$ cat src/rtl/mem_arbiter_pkg.sv
// Shared constants and type codes for the IF/MEM memory arbiter.
package mem_arbiter_pkg;

  localparam int unsigned MEMARB_WORD_SIZE = 16;

  typedef enum logic [1:0] {
    MEMARB_IDLE = 2'd0,
    MEMARB_BUSY = 2'd1,
    MEMARB_DONE = 2'd2
  } memarb_state_e;

  typedef enum logic {
    MEMARB_OWNER_D = 1'b0,
    MEMARB_OWNER_I = 1'b1
  } memarb_owner_e;

endpackage

$ cat src/rtl/mem_arbiter.sv
// Arbitrates one fixed-latency memory port between instruction fetch and data access,
// giving data priority while a starvation counter eventually forces a fetch through.
module mem_arbiter
  import mem_arbiter_pkg::*;
#(
  parameter int unsigned WORD_SIZE      = MEMARB_WORD_SIZE,
  parameter int unsigned LATENCY        = 2,
  parameter int unsigned FAIRNESS_LIMIT = 4
) (
  input  logic                 clk,
  input  logic                 reset,
  input  logic                 i_readM,
  input  logic [WORD_SIZE-1:0] i_address,
  output logic [WORD_SIZE-1:0] i_data,
  output logic                 i_ready,
  input  logic                 d_readM,
  input  logic                 d_writeM,
  input  logic [WORD_SIZE-1:0] d_address,
  input  logic [WORD_SIZE-1:0] d_wdata,
  output logic [WORD_SIZE-1:0] d_rdata,
  output logic                 d_ready,
  output logic                 mem_read,
  output logic                 mem_write,
  output logic [WORD_SIZE-1:0] mem_address,
  output logic [WORD_SIZE-1:0] mem_wdata,
  input  logic [WORD_SIZE-1:0] mem_rdata
);

  localparam int unsigned CW = (LATENCY > 1) ? $clog2(LATENCY) : 1;
  localparam int unsigned SW = $clog2(FAIRNESS_LIMIT + 1);

  memarb_state_e          state_q, state_d;
  memarb_owner_e          owner_q, owner_d;
  logic [CW-1:0]          cnt_q, cnt_d;
  logic [SW-1:0]          starve_q, starve_d;
  logic [WORD_SIZE-1:0]   addr_q, addr_d;
  logic [WORD_SIZE-1:0]   wdata_q, wdata_d;
  logic                   wr_q, wr_d;
  logic                   mem_read_q, mem_read_d;
  logic                   mem_write_q, mem_write_d;
  logic [WORD_SIZE-1:0]   i_data_q, i_data_d;
  logic [WORD_SIZE-1:0]   d_rdata_q, d_rdata_d;
  logic                   i_ready_q, i_ready_d;
  logic                   d_ready_q, d_ready_d;

  logic d_req;
  logic grant_i;

  assign d_req   = d_readM | d_writeM;
  assign grant_i = i_readM & (~d_req | (starve_q == SW'(FAIRNESS_LIMIT)));

  always_ff @(posedge clk or posedge reset) begin
    if (reset) begin
      state_q     <= MEMARB_IDLE;
      owner_q     <= MEMARB_OWNER_D;
      cnt_q       <= '0;
      starve_q    <= '0;
      addr_q      <= '0;
      wdata_q     <= '0;
      wr_q        <= 1'b0;
      mem_read_q  <= 1'b0;
      mem_write_q <= 1'b0;
      i_data_q    <= '0;
      d_rdata_q   <= '0;
      i_ready_q   <= 1'b0;
      d_ready_q   <= 1'b0;
    end else begin
      state_q     <= state_d;
      owner_q     <= owner_d;
      cnt_q       <= cnt_d;
      starve_q    <= starve_d;
      addr_q      <= addr_d;
      wdata_q     <= wdata_d;
      wr_q        <= wr_d;
      mem_read_q  <= mem_read_d;
      mem_write_q <= mem_write_d;
      i_data_q    <= i_data_d;
      d_rdata_q   <= d_rdata_d;
      i_ready_q   <= i_ready_d;
      d_ready_q   <= d_ready_d;
    end
  end

  // Strobes are registered: asserted on the grant edge and re-armed while cnt
  // is nonzero, so they are high for exactly LATENCY BUSY cycles.
  always_comb begin
    state_d     = state_q;
    owner_d     = owner_q;
    cnt_d       = cnt_q;
    starve_d    = starve_q;
    addr_d      = addr_q;
    wdata_d     = wdata_q;
    wr_d        = wr_q;
    mem_read_d  = 1'b0;
    mem_write_d = 1'b0;
    i_data_d    = i_data_q;
    d_rdata_d   = d_rdata_q;
    i_ready_d   = 1'b0;
    d_ready_d   = 1'b0;

    unique case (state_q)
      MEMARB_IDLE: begin
        if (d_req || i_readM) begin
          state_d = MEMARB_BUSY;
          cnt_d   = CW'(LATENCY - 1);
          if (grant_i) begin
            owner_d    = MEMARB_OWNER_I;
            addr_d     = i_address;
            wdata_d    = '0;
            wr_d       = 1'b0;
            mem_read_d = 1'b1;
            starve_d   = '0;
          end else begin
            owner_d     = MEMARB_OWNER_D;
            addr_d      = d_address;
            wdata_d     = d_wdata;
            wr_d        = d_writeM;
            mem_read_d  = ~d_writeM;
            mem_write_d = d_writeM;
            if (!i_readM)
              starve_d = '0;
            else if (starve_q != SW'(FAIRNESS_LIMIT))
              starve_d = starve_q + 1'b1;
          end
        end
      end

      MEMARB_BUSY: begin
        if (cnt_q == '0) begin
          state_d = MEMARB_DONE;
          if (owner_q == MEMARB_OWNER_I) begin
            i_ready_d = 1'b1;
            if (!wr_q) i_data_d = mem_rdata;
          end else begin
            d_ready_d = 1'b1;
            if (!wr_q) d_rdata_d = mem_rdata;
          end
        end else begin
          cnt_d       = cnt_q - 1'b1;
          mem_read_d  = ~wr_q;
          mem_write_d = wr_q;
        end
      end

      MEMARB_DONE: state_d = MEMARB_IDLE;

      default: state_d = MEMARB_IDLE;
    endcase
  end

  assign i_data      = i_data_q;
  assign i_ready     = i_ready_q;
  assign d_rdata     = d_rdata_q;
  assign d_ready     = d_ready_q;
  assign mem_read    = mem_read_q;
  assign mem_write   = mem_write_q;
  assign mem_address = addr_q;
  assign mem_wdata   = wdata_q;

endmodule

$ cat config.mk
export PLATFORM = sky130hd
export DESIGN_NAME = mem_arbiter
export DESIGN_NICKNAME = d
export VERILOG_FILES = /design/src/rtl/mem_arbiter_pkg.sv /design/src/rtl/mem_arbiter.sv
export SDC_FILE = /design/constraint.sdc
export NUM_CORES = 1
export LEC_CHECK = 0
export BUFFER_PORTS_ARGS = -buffer_cell sky130_fd_sc_hd__buf_2
export CORE_ASPECT_RATIO = 1.5
export CORE_MARGIN = 1
export CORE_UTILIZATION = 47
export CTS_CLUSTER_SIZE = 8
export DETAILED_ROUTE_END_ITERATION = 6
export PLACE_DENSITY = 0.79
export SYNTH_ARGS = -nofsm -noshare
export SYNTH_HDL_FRONTEND = slang
export SYNTH_SLANG_ARGS = --single-unit
$ cat constraint.sdc
create_clock -name clk -period 2.6 [get_ports clk]
set_clock_uncertainty 0.1 [all_clocks]
set_input_delay 0.13 -clock clk [delete_from_list [all_inputs] [get_ports clk]]
set_output_delay 0.13 -clock clk [all_outputs]
set_load 0.03 [all_outputs]
==> results.md, run 1 <==
* Status: finished, final reports clean
* Final nets at 515
* Total wire length at roughly 8400 um
* Post-synth cell types at 33
* # IOs at 137
* Sequential power share at 33.0%
* Site row count at 36
* Clock buffer depth at 2
* Post-CTS Setup Inserts at 0
* Routability cong. at 0.7237
* CP Launch Type: register
* CTS buffer count at 9
* Cell area after synthesis at approximately 0.0031 mm^2
* First-pass GRT wire length at 13,230 um
* Fin util at 73.26%
* Number of DRC markers in iteration 0 at 115
* Die H at around 100 um
* Syn_area_per_cell at about 13 um^2
* Seq cells post-synth at 76
* CTS tree: built
* Crit path kind: register to register
* Combinational share of power at 52.4%
* Synth Flop Type: dfrtp_1
* Drt first pass iters at 5
* RR Startpoint: starve_q[1]$_DFFE_PP0P_
* Total chip power at approximately 6.4 mW
* Setup crit end: mem_address[5]$_DFFE_PP0P_
* # port buffers at 136
* # DRC at 0
* Max cap viols at 0
* Peak supply drop at 0.0006180 V
* Sw frac at 44.09%
* Relative slew margins at around 57%
* Largest net degree at the start of global routing at 48
* Slew @ Worst Pin at between 600 and 700 ps
* Number of synthesized flops with an enable pin at 0
* WP data arrival at 2510 ps
* Worst min path class: input pin to register
* Cells after Synth at ~240
* Die area at 0.007019 mm^2
* Required time of the critical path at between 2000 and 3000 ps
* Dpl hpwl at 5049 um
* GRT met1 Usage at around 29%
* Syn Nets at between 300 and 400
* Tmin final at 2322 ps
* Leak Pwr at 2.319 nW
* Setup_tns at 0 ps
* Clock share of power at 14.5%
* F_max at 430.7 MHz
* Core area at 0.006486 mm^2
* Busiest grt layer: met2
* Antenna diode count at 0
* DR WL/cell at 16.06 um
* Avg Vias per Cell at 5.337
* Clock transition at path regs at 90 ps
* Hold Fails Final Rpt at 0
* Commonest non-fill, non-tap cells in the layout: buf_2 (136), dfrtp_1 (76), dlygate4sd3_1 (65)
* Slew Limit Fails at 0
* Root Driver: clkbuf_8
* YS warnings at 0
* Vias in the first global route at 2,860
* Worst skew pair latency at 340 ps
* Vias at ~2,800
* Routing usage on met3 at 5.246%
* Area grow syn2layout at 51.31%
* CTS sink count at 76
* Initial Util at 48.42%
* Crit path from: starve_q[1]$_DFFE_PP0P_
* Commonest non-fill, non-tap cell in the layout: buf_2
* Routed Antenna Nets at 0
* Met2 Usage GRT at 45.40%
* Final setup fails at 0
* Antenna violations before repair at 0
* Critical path endpoint category: register
* Asr flop ratio synth at 100.0%
* R2R setup slack at ~280 ps
* Pwr dens at 1349 mW/mm^2
* Pint at approximately 3.6 mW
* H-tree depth at 3
* Die span in x at 68.74 um
* Share of cells above drive strength 1 at ~44%
* Switch Pwr at 2.826 mW
* RSZ-0062 raised after global routing: no
* Critical Path Fanout Max at 11
* Crit Reg-Reg Endpoint: mem_address[5]$_DFFE_PP0P_
* Congestion Overflow GR at 0
* R2R depth at 7
* Post-synthesis sequential area ratio at between 60% and 70%
* GR Util All Layers at between 20% and 30%
* Final period utilization at 89.30%
-- registers in the layout, indices dropped and copies added, names as in the netlist, 2 cells and up --
signal / flops
state_q: 2
mem_wdata: 16
starve_q: 3
mem_address: 16
i_data: 16
d_rdata: 16
-- synthesized netlist by cell type, types with 2 or more instances --
master | instances | area share (%)
buf_6 | 2 | 0.72
clkbuf_1 | 8 | 0.96
nand3_1 | 16 | 2.5
nor2_1 | 2 | 0.24
a22o_1 | 19 | 5.3
ha_1 | 2 | 0.80
a21oi_1 | 16 | 2.5
dfrtp_1 | 76 | 61
mux2_2 | 23 | 8.2
inv_1 | 6 | 0.72
buf_2 | 7 | 1.1
a31oi_1 | 17 | 3.4
o21ai_0 | 17 | 2.7
mux2_4 | 10 | 4.8
nand2_1 | 3 | 0.36
-- metal layers --
layer,wire (um),vias to the layer above
li1,-,1301
met1,3150,1345
met2,4503,129
met3,513,27
met4,262,0
met5,0,-
-- cell type report --
| type | instances | area, um^2 |
|---|---|---|
| Tap cell | 76 | 95.09 |
| Clock buffer | 9 | 123.9 |
| Multi-Input combinational cell | 142 | 1124 |
| Fill cell | 451 | 1734 |
| Sequential cell | 76 | 1902 |
| Inverter | 7 | 27.53 |
| Clock inverter | 7 | 83.83 |
| Timing Repair Buffer | 208 | 1396 |
-- critical path, cell delays in order, from the launching register on --
cell           delay, ps
dfrtp_1              410
inv_1                 70
ha_1                 170
o2bb2ai_1            330
buf_4                300
nand3_1              110
a31oi_1              210
dlygate4sd3_1        560
-- worst min-delay path by stage --
stage | start | end | slack (ps) | depth (start not counted)
detailed placement | reset | i_data[15]$_DFFE_PP0P_ | 150 | 2
floorplan | d_wdata[6] | mem_wdata[6]$_DFFE_PP0P_ | 160 | 1
global placement | reset | i_data[15]$_DFFE_PP0P_ | 140 | 2
finish | d_writeM | mem_read$_DFF_PP0_ | 180 | 3
global route | d_writeM | wr_q$_DFFE_PP0P_ | 210 | 3
CTS | d_writeM | mem_read$_DFF_PP0_ | 170 | 3
-- cell families (layout without fill, tap and decap cells) --
logic type | Yosys count | after routing | synth area share, %
compound gates | 76 | 76 | 15.86
buf+inv | 24 | 231 | 3.665
simple gates | 31 | 31 | 6.096
fa+ha+maj | 2 | 2 | 0.7967
flops | 76 | 76 | 60.56
mux | 33 | 33 | 13.03
-- power by group through the flow --
stage                     Combinational (mW)  Sequential, mW  Clock, mW
after floorplan                         1.16            3.13          0
after global placement                  2.96            2.10          0
after detailed placement                3.03            2.12          0
after CTS                               3.34            2.11      0.946
after global routing                    3.61            2.20       1.01
final                                   3.36            2.12      0.931
-- through the flow --
step / instances / hold slack (ps) / setup WS, ps / cell area, um^2
2_1_floorplan: 242 / 162.5 / 431.7 / 3141
3_3_place_gp: 444 / 140.2 / 732.1 / 3894
3_5_place_dp: 444 / 153.9 / 643.0 / 3894
4_1_cts: 525 / 169.9 / 129.1 / 4752
5_1_grt: 525 / 206.6 / 147.9 / 4752
6_report: 525 / 183.3 / 278.2 / 4752
-- timing repair --
item / 4_1_cts / 5_1_grt
endpoints found under the hold margin: 93 / 0
setup endpoints to repair: 0 / 7
hold buffers: 65 / 0
resized for setup: 0 / 1
Power figures use the tool's default switching activity.
==> inputs of run 2 (changes only) <==
--- a/config.mk
+++ b/config.mk
@@ -11,7 +11,9 @@
 export CORE_UTILIZATION = 47
 export CTS_CLUSTER_SIZE = 8
 export DETAILED_ROUTE_END_ITERATION = 6
-export PLACE_DENSITY = 0.79
+export GPL_ROUTABILITY_DRIVEN = 0
+export PLACE_DENSITY = 0.81
+export REMOVE_ABC_BUFFERS = 1
 export SYNTH_ARGS = -nofsm -noshare
 export SYNTH_HDL_FRONTEND = slang
 export SYNTH_SLANG_ARGS = --single-unit
==> results.md, run 2 (synthesis results as in run 1) <==
* Congestion Overflow GR at 0 (unchanged)
* CP Cell Sequence: inv_1 -> ha_1 -> o2bb2ai_1 -> buf_4 -> nand3_1 -> a31oi_1 -> dlygate4sd3_1
* Crit path kind: register to register
* Vias at 2,866 (+2.3%)
* Max cap viols at 0 (unchanged)
* Clock transition at path regs at 80 ps (about the same)
* GR Util All Layers at 26.02% (+0.34 points)
* R2R setup slack at 110 ps (-170 ps)
* Antenna diode count at 0 (unchanged)
* Site row count at 36 (unchanged)
* DR WL/cell at 17.09 um (+6.4%)
* Crit path from: starve_q[0]$_DFFE_PP0P_
* Relative slew margins at 50.59% (-6.0 points)
* Final setup fails at 0 (unchanged)
* Drt first pass iters at 5 (unchanged)
* Slowest Stage Delay on Critical Path at 590 ps (+30 ps)
* Pwr dens at 1369 mW/mm^2 (+1.5%)
* R2R depth at 7 (unchanged)
* Final period utilization at 95.83% (+6.5 points)
* Vias in the first global route at 2,808 (-1.8%)
* Dpl hpwl at 5315 um (+5.3%)
* Root Driver: clkbuf_8
* Clock buffer depth at 2 (unchanged)
* Initial Util at 48.42% (unchanged)
* Hold Fails Final Rpt at 0 (unchanged)
* Setup crit end: mem_address[0]$_DFFE_PP0P_
* F_max at 401.3 MHz (-6.8%)
* Area grow syn2layout at 51.87%
* Die area at 0.007019 mm^2 (unchanged)
* Final nets at 515 (unchanged)
* WP data arrival at 2670 ps (+160 ps)
* Core area at 0.006486 mm^2 (unchanged)
* Die span in x at 68.74 um (unchanged)
* CTS tree: built
* Hold Slack at 192.7 ps (+9.405 ps)
* Fin util at 73.53% (+0.27 points)
* Largest net degree at the start of global routing at 48 (unchanged)
* Tmin final at 2492 ps (+169.8 ps)
* Status: finished, final reports clean
* Leak Pwr at 2.328 nW (+0.41%)
* Crit Reg-Reg Endpoint: mem_address[0]$_DFFE_PP0P_
* Avg Vias per Cell at 5.469 (+2.5%)
* WP buf/inv at 3 (unchanged)
* Peak supply drop at 0.0006563 V (+6.2%)
* Finished Layout Cells at 524 (-0.19%)
* Slowest CP cell: dlygate4sd3_1
* Post-CTS Setup Inserts at 0 (unchanged)
* Slew Limit Fails at 0 (unchanged)
* Share of cells above drive strength 1 at 43.97% (-0.12 points)
* Kind of cell adding the most delay to the critical path: buffers and inverters
* Die H at 102.1 um (unchanged)
* CP Launch Type: register
* Commonest non-fill, non-tap cell in the layout: buf_2
* RR Startpoint: starve_q[0]$_DFFE_PP0P_
* Total wire length at 8956 um (+6.2%)
* Routed Antenna Nets at 0 (unchanged)
* Slew @ Worst Pin at 739.4 ps (+87.85 ps)
* Number of DRC markers in iteration 0 at 153 (+33%)
* Antenna violations before repair at 0 (unchanged)
* # IOs at 137 (unchanged)
* # port buffers at 136 (unchanged)
* CTS buffer count at 9 (unchanged)
* CTS sink count at 76 (unchanged)
* Required time of the critical path at 2780 ps (about the same)
* Number of stages on the worst setup path at 7 (unchanged)
* Worst skew pair latency at 340 ps (about the same)
* Critical path endpoint category: register
* Fillers at 438 (-2.9%)
* Commonest non-fill, non-tap cells in the layout: buf_2 (136), dfrtp_1 (76), dlygate4sd3_1 (65)
* Critical Path Fanout Max at 11 (unchanged)
* RSZ-0062 raised after global routing: no
* # DRC at 0 (unchanged)
* H-tree depth at 3 (unchanged)
* Worst min path class: input pin to register
* # placed instances at 444 (unchanged)
* First-pass GRT wire length at 13,130 um (-0.73%)
* Setup_tns at 0 ps (unchanged)
[run 2: how the worst min path moves through the flow]
stage,from,end,slack [ps],cells past startpoint
6_report,d_writeM,wr_q$_DFFE_PP0P_,190,3
5_1_grt,d_writeM,wr_q$_DFFE_PP0P_,190,3
4_1_cts,d_writeM,wr_q$_DFFE_PP0P_,170,3
3_5_place_dp,reset,d_rdata[5]$_DFFE_PP0P_,80,2
3_3_place_gp,reset,d_rdata[5]$_DFFE_PP0P_,80,2
2_1_floorplan,d_wdata[0],mem_wdata[0]$_DFFE_PP0P_,160,1
[run 2: where the power goes]
part           internal (mW)  switching (mW)
clock network          0.586           0.421
logic                   1.35            2.04
registers               1.77           0.358
total                   3.71            2.82
[run 2: repair_timing]
action	CTS	global route
hold endpoints to repair	93	0
endpoints found under the setup margin	0	15
hold buffers	65	0
resized for setup	0	1
[run 2: layout make-up]
type	instances	area, um^2	share of cell area (%)
sequential	76	1902	39.87
timing repair buffer	208	1396	29.28
multi-input combinational	142	1124	23.56
clock buffer	11	151.4	3.174
tap	76	95.09	1.994
clock inverter	4	72.57	1.522
inverter	7	28.78	0.6034
[run 2: worst reg2reg max path: cells and delay by family (launching register included)]
kind                     cells  cell delay (ps)
AO/OA/AOI/OAI                2              650
adder cells (fa/ha/maj)      1              200
buffers and inverters        3              970
flip-flops                   1              380
AND/OR/NAND/NOR              1              130
[run 2: per-layer routing]
metal	global-route usage [%]	share of wire (%)	wire length (um)
met5	0	0	0
met4	15.38	4.8	426
met2	42.99	54	4878
met1	29.07	37	3289
met3	7.589	4.0	362
[run 2: metrics by stage]
| stage | cell area [um^2] | setup WS, ps | power (mW) |
|---|---|---|---|
| after floorplan | 3053 | 268.5 | 4.211 |
| after global placement | 3895 | 643.7 | 5.074 |
| after detailed placement | 3895 | 576.7 | 5.172 |
| after CTS | 4770 | 162.4 | 6.481 |
| after global routing | 4770 | 60.83 | 6.892 |
| final | 4770 | 108.4 | 6.528 |
==> inputs of run 3 (changes only) <==
--- a/config.mk
+++ b/config.mk
@@ -8,12 +8,13 @@
 export BUFFER_PORTS_ARGS = -buffer_cell sky130_fd_sc_hd__buf_2
 export CORE_ASPECT_RATIO = 1.5
 export CORE_MARGIN = 1
-export CORE_UTILIZATION = 47
+export CORE_UTILIZATION = 45
 export CTS_CLUSTER_SIZE = 8
 export DETAILED_ROUTE_END_ITERATION = 6
 export GPL_ROUTABILITY_DRIVEN = 0
-export PLACE_DENSITY = 0.81
+export PLACE_DENSITY = 0.78
 export REMOVE_ABC_BUFFERS = 1
+export SETUP_SLACK_MARGIN = 0.5
 export SYNTH_ARGS = -nofsm -noshare
 export SYNTH_HDL_FRONTEND = slang
 export SYNTH_SLANG_ARGS = --single-unit
==> results.md, run 3 (synthesis results as in run 1) <==
* Fin util at 73.11% (-0.42 points)
* Final Cell Area at 0.004841 mm^2 (+1.5%)
* Final period utilization at 76.42% (-19 points)
* R2R setup slack at 610 ps (+500 ps)
* Area grow syn2layout at 54.14%
* CTS buffer count at 9 (unchanged)
* Share of cells above drive strength 1 at 44.81% (+0.84 points)
* Clock buffer depth at 2 (unchanged)
* Largest net degree at the start of global routing at 34 (-29%)
* Die span in x at 70.21 um (+2.1%)
* Crit path kind: register to register
* Initial Util at 47.43% (-0.99 points)
* Hold Fails Final Rpt at 0 (unchanged)
* # IOs at 137 (unchanged)
* First-pass GRT wire length at 14,570 um (+11%)
* Combinational share of power at 50.3% (-1.6 points)
* F_max at 503.3 MHz (+25%)
* Relative slew margins at 49.96% (-0.63 points)
* Total chip power at 6.506 mW (-0.33%)
* Setup crit end: mem_address[5]$_DFFE_PP0P_
* # port buffers at 136 (unchanged)
* RSZ-0062 raised after global routing: no
* CTS sink count at 76 (unchanged)
* Footprint of the multi-input gates at 0.001136 mm^2 (+1.1%)
* Number of DRC markers in iteration 0 at 186 (+22%)
* Congestion Overflow GR at 0 (unchanged)
* Fillers at 462 (+5.5%)
* Worst min path class: input pin to register
* Pint at 3.714 mW (about the same)
* Peak supply drop at 0.0006937 V (+5.7%)
* DR WL/cell at 17.38 um (+1.7%)
* WP data arrival at 2170 ps (-500 ps)
* Crit Reg-Reg Endpoint: mem_address[5]$_DFFE_PP0P_
* RR Startpoint: starve_q[0]$_DFFE_PP0P_
* # DRC at 0 (unchanged)
* Routed Antenna Nets at 0 (unchanged)
* Vias in the first global route at 2,969 (+5.7%)
* Final nets at 519 (+0.78%)
* Critical path endpoint category: register
* Clock transition at path regs at 80 ps (about the same)
* Total wire length at 9196 um (+2.7%)
* Tmin final at 1987 ps (-504.8 ps)
* Core area at 0.006621 mm^2 (+2.1%)
* GR Util All Layers at 25.88% (-0.14 points)
* Drt first pass iters at 4 (-1)
* Die H at 104.3 um (+2.2%)
* Root Driver: clkbuf_8
* Leak Pwr at 2.373 nW (+1.9%)
* Placed Instance Area at 0.003909 mm^2 (+0.35%)
* Antenna violations before repair at 0 (unchanged)
* CTS tree: built
* Required time of the critical path at 2780 ps (about the same)
* Site row count at 36 (unchanged)
* H-tree depth at 3 (unchanged)
* Crit path from: starve_q[0]$_DFFE_PP0P_
* Switch Pwr at 2.792 mW (-0.83%)
* Sw frac at 42.91% (-0.22 points)
* Hold Slack at 124.5 ps (-68.24 ps)
* Pwr dens at 1344 mW/mm^2 (-1.8%)
* Dpl hpwl at 5284 um (-0.59%)
* Final setup fails at 0 (unchanged)
* Die area at 0.007324 mm^2 (+4.3%)
* Max cap viols at 0 (unchanged)
* Finished Layout Cells at 529 (+0.95%)
* R2R depth at 6 (-1)
* Antenna diode count at 0 (unchanged)
* Sequential power share at 32.7% (about the same)
* Final worst-path setup slack at 613.2 ps (+504.8 ps)
* # placed instances at 446 (+0.45%)
* Critical Path Fanout Max at 9 (-2)
* Slew @ Worst Pin at 748.8 ps (+9.423 ps)
* Clock share of power at 17.0% (+1.6 points)
* Slew Limit Fails at 0 (unchanged)
* Commonest non-fill, non-tap cell in the layout: buf_2
* Worst skew pair latency at 350 ps (about the same)
* Status: finished, final reports clean
* Avg Vias per Cell at 5.488 (+0.33%)
* Vias at 2,903 (+1.3%)
* FF+latch area at 0.001902 mm^2 (unchanged)
* Commonest non-fill, non-tap cells in the layout: buf_2 (136), dfrtp_1 (76), dlygate4sd3_1 (65)
* CP Launch Type: register
* Setup_tns at 0 ps (unchanged)
* Pre-CTS setup slack at 622.4 ps (+45.78 ps)
==> run 3: power groups by stage <==
stage          Sequential, mW  Clock, mW  Combinational, mW
4_1_cts                  2.10       1.12               3.20
5_1_grt                  2.19       1.18               3.46
6_report                 2.13       1.11               3.27
3_5_place_dp             2.12          0               3.05
3_3_place_gp             2.10          0               2.98
2_1_floorplan            3.13          0               1.08
==> run 3: metal layers <==
| metal | vias to the layer above | track usage, % | wire (um) |
|---|---|---|---|
| met5 | - | 0 | 0 |
| met4 | 0 | 16.43 | 507 |
| met3 | 50 | 4.457 | 489 |
| met2 | 164 | 43.82 | 4789 |
| met1 | 1380 | 29.79 | 3410 |
| li1 | 1309 | - | - |
==> run 3: worst min path at each step <==
stage	from	end	depth (start not counted)
detailed placement	reset	i_data[6]$_DFFE_PP0P_	2
global route	i_readM	mem_address[0]$_DFFE_PP0P_	3
floorplan	d_wdata[0]	mem_wdata[0]$_DFFE_PP0P_	1
finish	i_readM	mem_address[0]$_DFFE_PP0P_	3
global placement	reset	mem_wdata[2]$_DFFE_PP0P_	2
CTS	i_readM	mem_address[0]$_DFFE_PP0P_	3
==> run 3: layout make-up <==
type | instances | share of cell area, %
Sequential cell | 76 | 39.29
Clock inverter | 4 | 1.964
Clock buffer | 12 | 3.205
Timing Repair Buffer | 212 | 29.54
Tap cell | 76 | 1.964
Multi-Input combinational cell | 142 | 23.47
Inverter | 7 | 0.5686
==> run 3: repair_timing <==
action,in CTS,in global routing
endpoints found under the hold margin,95,0
endpoints found under the setup margin,0,5
setup buffers,0,2
hold buffers,65,0
gates resized for setup,0,4
==> run 3: worst max-delay path, cell delays in order (launching register included) <==
cell	delay (ps)
dfrtp_1	390
inv_1	90
ha_1	210
o2bb2ai_2	240
nand3_1	130
a31oi_1	200
dlygate4sd3_1	570
